File: config.mk
export PLATFORM = sky130hd
export DESIGN_NAME = mant_mul_seq
export DESIGN_NICKNAME = d
export VERILOG_FILES = /design/src/rtl/mant_mul_seq.sv
export SDC_FILE = /design/constraint.sdc
export NUM_CORES = 1
export LEC_CHECK = 0
export CELL_PAD_IN_SITES_DETAIL_PLACEMENT = 2
export CELL_PAD_IN_SITES_GLOBAL_PLACEMENT = 2
export CORE_MARGIN = 3
export CORE_UTILIZATION = 34
export DETAILED_ROUTE_END_ITERATION = 10
export PLACE_DENSITY_LB_ADDON = 0.1
export RECOVER_POWER = 100
export SETUP_SLACK_MARGIN = 0.4
export SLEW_MARGIN = 10
export SYNTH_ARGS = -nofsm -noshare
export SYNTH_HDL_FRONTEND = slang
export SYNTH_SLANG_ARGS = --single-unit
File: constraint.sdc
create_clock -name i_clk -period 5.9 [get_ports i_clk]
set_input_delay 1.18 -clock i_clk [delete_from_list [all_inputs] [get_ports i_clk]]
set_output_delay 1.18 -clock i_clk [all_outputs]
set_load 0.005 [all_outputs]
File: src/rtl/mant_mul_seq.sv
// Sequential 24x24 shift-add mantissa multiplier, one multiplier bit per clock.
// Optional early termination on an all-zero multiplier tail: define MANT_MUL_EARLY_TERM_EN.
module mant_mul_seq (
  input  logic        i_clk,
  input  logic        i_rst,
  input  logic        i_valid,
  input  logic [23:0] i_mant_a,
  input  logic [23:0] i_mant_b,
  input  logic        i_ready,
  output logic        o_ready,
  output logic        o_valid,
  output logic [47:0] o_product
);

  typedef enum logic [1:0] {
    IDLE = 2'd0,
    BUSY = 2'd1,
    DONE = 2'd2
  } state_t;

  state_t      state_r;
  logic [23:0] a_r;
  logic [48:0] p_r;
  logic [4:0]  cnt_r;
  logic        ready_r;
  logic        valid_r;
  logic [47:0] product_r;

  logic [24:0] sum_s;
  logic [48:0] p_next_s;

  // One shift-add iteration: conditional add of A into the upper half, then shift right.
  always_comb begin
    sum_s = 25'd0;
    if (p_r[0]) begin
      sum_s = p_r[48:24] + {1'b0, a_r};
    end else begin
      sum_s = p_r[48:24];
    end
    p_next_s = {1'b0, sum_s, p_r[23:1]};
  end

`ifdef MANT_MUL_EARLY_TERM_EN
  logic [23:0] tail_mask_s;
  logic [5:0]  remaining_s;
  logic        early_exit_s;
  logic [47:0] early_product_s;

  // Remaining multiplier bits are P[23-cnt:0]; once all zero only plain shifts are left.
  always_comb begin
    tail_mask_s     = 24'hFF_FFFF >> cnt_r;
    remaining_s     = 6'd24 - {1'b0, cnt_r};
    early_exit_s    = ((p_r[23:0] & tail_mask_s) == 24'd0);
    early_product_s = p_r[47:0] >> remaining_s;
  end
`endif

  // Control FSM and datapath registers; all outputs are registered.
  always_ff @(posedge i_clk) begin
    if (i_rst) begin
      state_r   <= IDLE;
      a_r       <= 24'd0;
      p_r       <= 49'd0;
      cnt_r     <= 5'd0;
      ready_r   <= 1'b1;
      valid_r   <= 1'b0;
      product_r <= 48'd0;
    end else begin
      case (state_r)
        IDLE: begin
          if (i_valid) begin
            a_r     <= i_mant_a;
            p_r     <= {25'd0, i_mant_b};
            cnt_r   <= 5'd0;
            ready_r <= 1'b0;
            state_r <= BUSY;
          end
        end
        BUSY: begin
`ifdef MANT_MUL_EARLY_TERM_EN
          if (early_exit_s) begin
            product_r <= early_product_s;
            valid_r   <= 1'b1;
            state_r   <= DONE;
          end else begin
            p_r   <= p_next_s;
            cnt_r <= cnt_r + 5'd1;
            if (cnt_r == 5'd23) begin
              product_r <= p_next_s[47:0];
              valid_r   <= 1'b1;
              state_r   <= DONE;
            end
          end
`else
          p_r   <= p_next_s;
          cnt_r <= cnt_r + 5'd1;
          if (cnt_r == 5'd23) begin
            product_r <= p_next_s[47:0];
            valid_r   <= 1'b1;
            state_r   <= DONE;
          end
`endif
        end
        DONE: begin
          if (i_ready) begin
            valid_r <= 1'b0;
            ready_r <= 1'b1;
            state_r <= IDLE;
          end
        end
        default: begin
          state_r <= IDLE;
          ready_r <= 1'b1;
          valid_r <= 1'b0;
        end
      endcase
    end
  end

  assign o_ready   = ready_r;
  assign o_valid   = valid_r;
  assign o_product = product_r;

endmodule

==> metrics.md, run 1 <==
| Metric | Value |
|---|---|
| Ys flop type | `dfxtp_1` |
| Post-synthesis compound-gate area fraction | `24.72%` |
| Fillers | `2,128` |
| Port Buf Inserts | `a little over 100` |
| Maximum vdd drop | `0.0002113 V` |
| WP data required | `between 6 and 7 ns` |
| Xor and xnor area share after synthesis | `1.472%` |
| Core Rows | `50` |
| Synth Register Bits | `~130` |
| Synth warn | `0` |
| Unrepaired setup endpoints after global routing | `no` |
| Vias in the first global route | `7,113` |
| TritonRoute pass-1 iters | `6` |
| Status | `finished, violations left` |
| Critical path fanouts, max | `90` |
| Seq pwr share | `42.3%` |
| H-tree levels | `4` |
| Commonest cells in the netlist | `nand2_1 (177), dfxtp_1 (129), nor2_1 (94)` |
| Internal power | `around 1.6 mW` |
| Slew headroom | `-56.95%` |
| Post-synthesis mux area share | `around 1.4%` |
| Vias post-DR | `6,414` |
| CTS tree | `built` |
| HPWL after detailed placement | `15.31 mm` |
| Tightest Hold Check Type | `reg2reg` |
| Die Height | `144.7 µm` |
| Setup WS pre-CTS | `~2.8 ns` |
| Starting Density | `between 30% and 40%` |
| Nets | `971` |
| First-pass GRT wire length | `~37 mm` |
| Cts hold-fix bufs | `0` |
| Leading area contributor after synthesis | `dfxtp_1` |
| Clock-pin slew on the worst setup and hold paths | `0.06 ns` |
| Overall routed net length | `22.92 mm` |
| Layout cells sized above 1 | `6.733%` |
| Worst-Skew Late Latency | `between 0.4 and 0.5 ns` |
| Max-cap violation count | `4` |
| Register area share after synthesis | `39.46%` |
| GRT Util Overall | `22.42%` |
| Ranking of synthesized cells by area | `dfxtp_1 (39%), nand2_1 (10%), a21oi_1 (7.0%)` |
| IO Pins | `102` |
| Synth Area in Simple Gates | `23.71%` |
| Netlist cell types | `74` |
| Net switching power | `0.5900 mW` |
| Post-synth top area share | `39.46%` |
| Worst setup path class | `in2reg` |
| Clk sinks | `129` |
| Worst Setup End Kind | `flop` |
| Async set-reset flop share out of synthesis | `0%` |
| Count leader, synth | `nand2_1` |
| Fmax | `between 200 and 250 MHz` |
| Sw frac | `26.93%` |
| Post-Syn Instances | `830` |
| Pleak | `3.091 nW` |
| Clock Root Buffer | `clkbuf_16` |
| Clock buffer depth | `2` |
| Routed wire per std cell | `approximately 20 µm` |
| Worst slew pin tran | `2.354 ns` |
| Comb power frac | `a little over a tenth` |
| Crit path DAT | `4.23 ns` |
| Antenna cells | `0` |
| Resized cells post-CTS | `0` |
| Final Hold Vio Count | `0` |
| TritonCTS Buffers | `17` |
| Post-layout min period | `4.031 ns` |
| Synth Net Count | `around 910` |
| Pwr/cell area | `approximately 270 mW/mm²` |
| Fin Clk Skew | `between 0.007 and 0.008 ns` |
| Final Cycle Share | `about two thirds` |
| Max Slew Vio Count | `242` |
| Adder-cell share of the synthesized area | `5.086%` |
| Failing checks | `max-capacitance violations, max-slew violations` |
| Overflow after GRT | `0` |
| Iteration-0 DRC Markers | `360` |
| Post-Syn Area | `0.006544 mm²` |
| Largest net degree at the start of global routing | `91` |
| Vias/cell | `about 5.5` |
| Post-route ant nets | `0` |
| Setup TNS | `0 ns` |
| Initial antenna violation count | `0` |
| Final WS setup | `roughly 1.9 ns` |
| Number of synthesized flops with an enable pin | `0` |
| Die area | `0.02095 mm²` |
| Footprint of the multi-input gates | `0.003647 mm²` |
| Sequential Area | `~0.0026 mm²` |
| Die width | `between 100 and 150 µm` |
| Residual DRC count | `0` |
| Postcts setup bufs | `0` |
| Area growth syn-to-layout | `25.16%` |
| Largest family of logic cells by synthesized area | `compound AO/OA/AOI/OAI gates` |
| Total core area | `0.01883 mm²` |
| Final setup violation count | `0` |
| Critical Path Source Type | `primary input` |
| Clock Power Share | `46.8%` |
| Gpl congestion | `0.8477` |
| Synthesized area per cell | `between 7 and 8 µm²` |
## metrics by stage
step / util [%] / cell area, µm² / std cells / hold WS, ns / power (mW)
floorplan: - / 6544 / 830 / 0.4370 / 1.085
global placement: 40.82 / 7687 / 1134 / 0.4415 / 1.168
detailed placement: 40.82 / 7687 / 1134 / 0.4557 / 1.183
CTS: 43.87 / 8260 / 1166 / 0.4638 / 2.219
global route: 43.50 / 8190 / 1166 / 0.4698 / 2.288
finish: 43.50 / 8190 / 1166 / 0.4541 / 2.191
## critical path, cell delays in order
cell and delay, ns:
clkbuf_2 1.36, clkbuf_1 1.52, a311oi_1 0.12
## registers in the layout (all words and copies together) (netlist names)
signal     cells
cnt_r          5
o_valid        1
a_r           24
o_product     48
p_r           48
o_ready        1
state_r        2
## area by class of cell
type                            instances  share of cell area (%)
Timing Repair Buffer                  108                   12.79
Clock buffer                           20                   5.698
Sequential cell                       129                   31.53
Tap cell                              260                   3.972
Clock inverter                         12                   1.299
Multi-Input combinational cell        633                   44.53
Inverter                                4                  0.1833
## power by group through the flow
stage	Sequential [mW]	Combinational, mW	Clock, mW
final	0.928	0.237	1.03
after global routing	0.931	0.265	1.09
after CTS	0.928	0.241	1.05
after detailed placement	0.946	0.236	0
after global placement	0.944	0.224	0
after floorplan	0.937	0.148	0
## kinds of logic after synthesis
kind of cell               Yosys count
AOI/OAI and AO/OA                  231
xor gates and xnor gates            11
adders and majority gates           26
buffers and inverters               68
DFF                                129
muxes                                9
and+or+nand+nor                    356
## placed cells by master, fill, tap and decap left out, types with 10 or more instances in the layout
cell type and n:
ha_1 25, dfxtp_1 129, nor2_1 93, clkdlybuf4s50_1 50
nand2_1 177, a311oi_1 25, nand3_1 26, a21oi_1 92
dlygate4sd3_1 50, nor3_1 15, clkbuf_16 17, a31oi_1 10
a211oi_1 19, o21ai_0 17
## routing by layer
metal / vias to the layer above / routed length, µm / track usage [%] / part of all wire (%)
met5: - / 0 / 0 / 0
met4: 0 / 340 / 6.186 / 1.5
met3: 29 / 725 / 3.516 / 3.2
met2: 111 / 11440 / 39.62 / 50
met1: 3183 / 10410 / 28.38 / 45
li1: 3091 / - / - / -
## final timing paths
kind / startpoint / end / slack (ns) / cells after the start
setup / recovery: i_rst / p_r[10] / 1.87 / 3
hold / removal: o_product[4] / o_product[4] / 0.45 / 2
setup reg to reg: a_r[0] / o_product[41] / 2.29 / 9
hold reg to reg: o_product[4] / o_product[4] / 0.45 / 2
No activity file was read; power rests on OpenSTA's default activity.
==> inputs of run 2 (changes only) <==
--- a/config.mk
+++ b/config.mk
@@ -8,7 +8,7 @@
 export CELL_PAD_IN_SITES_DETAIL_PLACEMENT = 2
 export CELL_PAD_IN_SITES_GLOBAL_PLACEMENT = 2
 export CORE_MARGIN = 3
-export CORE_UTILIZATION = 34
+export CORE_UTILIZATION = 28
 export DETAILED_ROUTE_END_ITERATION = 10
 export PLACE_DENSITY_LB_ADDON = 0.1
 export RECOVER_POWER = 100
==> constraint.sdc (replaced) <==
create_clock -name i_clk -period 3.45 [get_ports i_clk]
set_input_delay 0.69 -clock i_clk [delete_from_list [all_inputs] [get_ports i_clk]]
set_output_delay 0.69 -clock i_clk [all_outputs]
set_load 0.005 [all_outputs]
==> run 2 against run 1 <==
  * The run now ends clean
  * Global-route usage decreased by 3.9 points
  * Clock-buffer cell count is 2 lower
  * Critical path depth grew 6
  * Worst hold slack better by 0.0013 ns
  * Worst setup slack worse by 1.3 ns
  * Register-to-register slack lost 1.7 ns
  * Core utilization decreased by 6.5 points
  * First-iteration DRC count down 3.1%
  * Clock power up 95%
  * Flip-flop and latch count did not move
  * Non-clock buffer count increased by 8
  * Critical path type is now reg2reg
  * Largest cell class unchanged
  * Largest power group unchanged
==> metrics.md, run 2 (synthesis gave the netlist of run 1 again) <==
| Metric | Value |
|---|---|
| Status | `finished clean` |
| Worst slew pin tran | `1.207 ns` |
| Crit path DAT | `3.12 ns` |
| Post-layout min period | `~2.8 ns` |
| Tightest Hold Check Type | `reg2reg` |
| Clock-pin slew on the worst setup and hold paths | `about 0.060 ns` |
| Vias/cell | `5.241` |
| Commonest non-fill, non-tap cells in the layout | `nand2_1 (177), dfxtp_1 (129), nor2_1 (93), a21oi_1 (91), dlygate4sd3_1 (51)` |
| Clk sinks | `around 130` |
| Dpl cells | `1,195` |
| Pwr/cell area | `474.5 mW/mm²` |
| Clock Root Buffer | `clkbuf_16` |
| Vias in the first global route | `between 6,000 and 7,000` |
| Worst setup path class | `reg2reg` |
| Routed wire per std cell | `19.04 µm` |
| Fmax | `around 350 MHz` |
| Vias post-DR | `between 6,000 and 7,000` |
| Max layer used | `met4` |
| Resized cells post-CTS | `0` |
| Total core area | `0.02278 mm²` |
| Overflow after GRT | `0` |
| IO Pins | `102` |
| First-pass GRT wire length | `38.14 mm` |
| Largest net degree at the start of global routing | `71` |
| Final Hold Vio Count | `0` |
| CTS tree | `built` |
| Max-cap violation count | `0` |
| Maximum vdd drop | `around 0.00029 V` |
| Met3 routed WL | `between 800 and 900 µm` |
| Starting Density | `28.73%` |
| Initial antenna violation count | `0` |
| Commonest non-fill, non-tap cell in the layout | `nand2_1` |
| Met1 wire length | `between 10 and 15 mm` |
| Pleak | `~3.2 nW` |
| Iteration-0 DRC Markers | `349` |
| TritonCTS Buffers | `17` |
| Die Height | `158.9 µm` |
| Post-route ant nets | `0` |
| Nets | `between 900 and 1,000` |
| Antenna cells | `0` |
| Metal2 WL | `between 10 and 15 mm` |
| Die width | `between 150 and 200 µm` |
| Worst Setup End Kind | `flop` |
| Fin Clk Skew | `0.01029 ns` |
| Max Slew Vio Count | `0` |
| Layout cells sized above 1 | `7.667%` |
| Port Buf Inserts | `101` |
| TritonRoute pass-1 iters | `5` |
| GRT Util Overall | `18.50%` |
| Overall routed net length | `around 23 mm` |
| Critical path fanouts, max | `4` |
| WP data required | `3.73 ns` |
| Gpl congestion | `0.8108` |
| Final setup violation count | `0` |
| Final Cycle Share | `82.40%` |
| Clock buffer depth | `2` |
| Layout Cells excl Fill | `1,226` |
| Residual DRC count | `0` |
| Core Rows | `55` |
| H-tree levels | `4` |
| Critical Path Source Type | `flop` |
| Die area | `about 0.025 mm²` |
| HPWL after detailed placement | `16.19 mm` |
| Setup TNS | `0 ns` |
| Unrepaired setup endpoints after global routing | `no` |
| Cts hold-fix bufs | `0` |
| Worst-Skew Late Latency | `0.43 ns` |
| Postcts setup bufs | `0` |
| Area growth syn-to-layout | `28.87%` |
| Slew headroom | `19.33%` |
[run 2: per-layer routing]
metal	vias up	global-route usage (%)
met5	-	0
met4	0	3.303
met3	17	3.966
met2	117	31.62
met1	3198	24.32
li1	3093	-
[run 2: critical path: stages, from the launching register on]
cell and delay [ns]:
dfxtp_1 0.32, ha_1 0.24, fa_1 0.42, a21o_1 0.24
a311oi_4 0.38, nor3_1 0.16, nor3b_4 0.29, mux2_1 0.37
nor3_1 0.21, nor3_2 0.08
[run 2: metrics by stage]
stage	utilization [%]	area, µm²	worst slack, ns	total power, mW	hold WS [ns]
after floorplan	-	6544	0.9172	1.856	0.4370
after global placement	34.36	7826	0.7380	2.017	0.4444
after detailed placement	34.36	7826	0.6412	2.036	0.4555
after CTS	37.18	8468	0.6298	4.064	0.4655
after global routing	37.02	8433	0.3094	4.176	0.4723
final	37.02	8433	0.6073	4.002	0.4553
[run 2: layout make-up]
| type | instances | area (µm²) |
|---|---|---|
| well taps | 313 | 391.6 |
| clock buffers | 18 | 439.2 |
| fillers | 2550 | 14350 |
| inverters | 4 | 15.01 |
| multi-input cells | 633 | 3685 |
| clock inverters | 13 | 202.7 |
| repair buffers | 116 | 1117 |
| flip-flops and latches | 129 | 2582 |
[run 2: power breakdown]
group	internal, mW	switching, mW	total, mW
combinational	0.154	0.259	0.413
clock	1.24	0.761	2.01
sequential	1.54	0.0414	1.58
[run 2: path summary, 6_finish.rpt]
kind | start | slack (ns) | cells past startpoint | end
hold / removal | o_product[18] | 0.46 | 2 | o_product[18]
setup reg to reg | a_r[0] | 0.61 | 9 | o_product[41]
setup / recovery | a_r[0] | 0.61 | 9 | o_product[41]
hold reg to reg | o_product[18] | 0.46 | 2 | o_product[18]
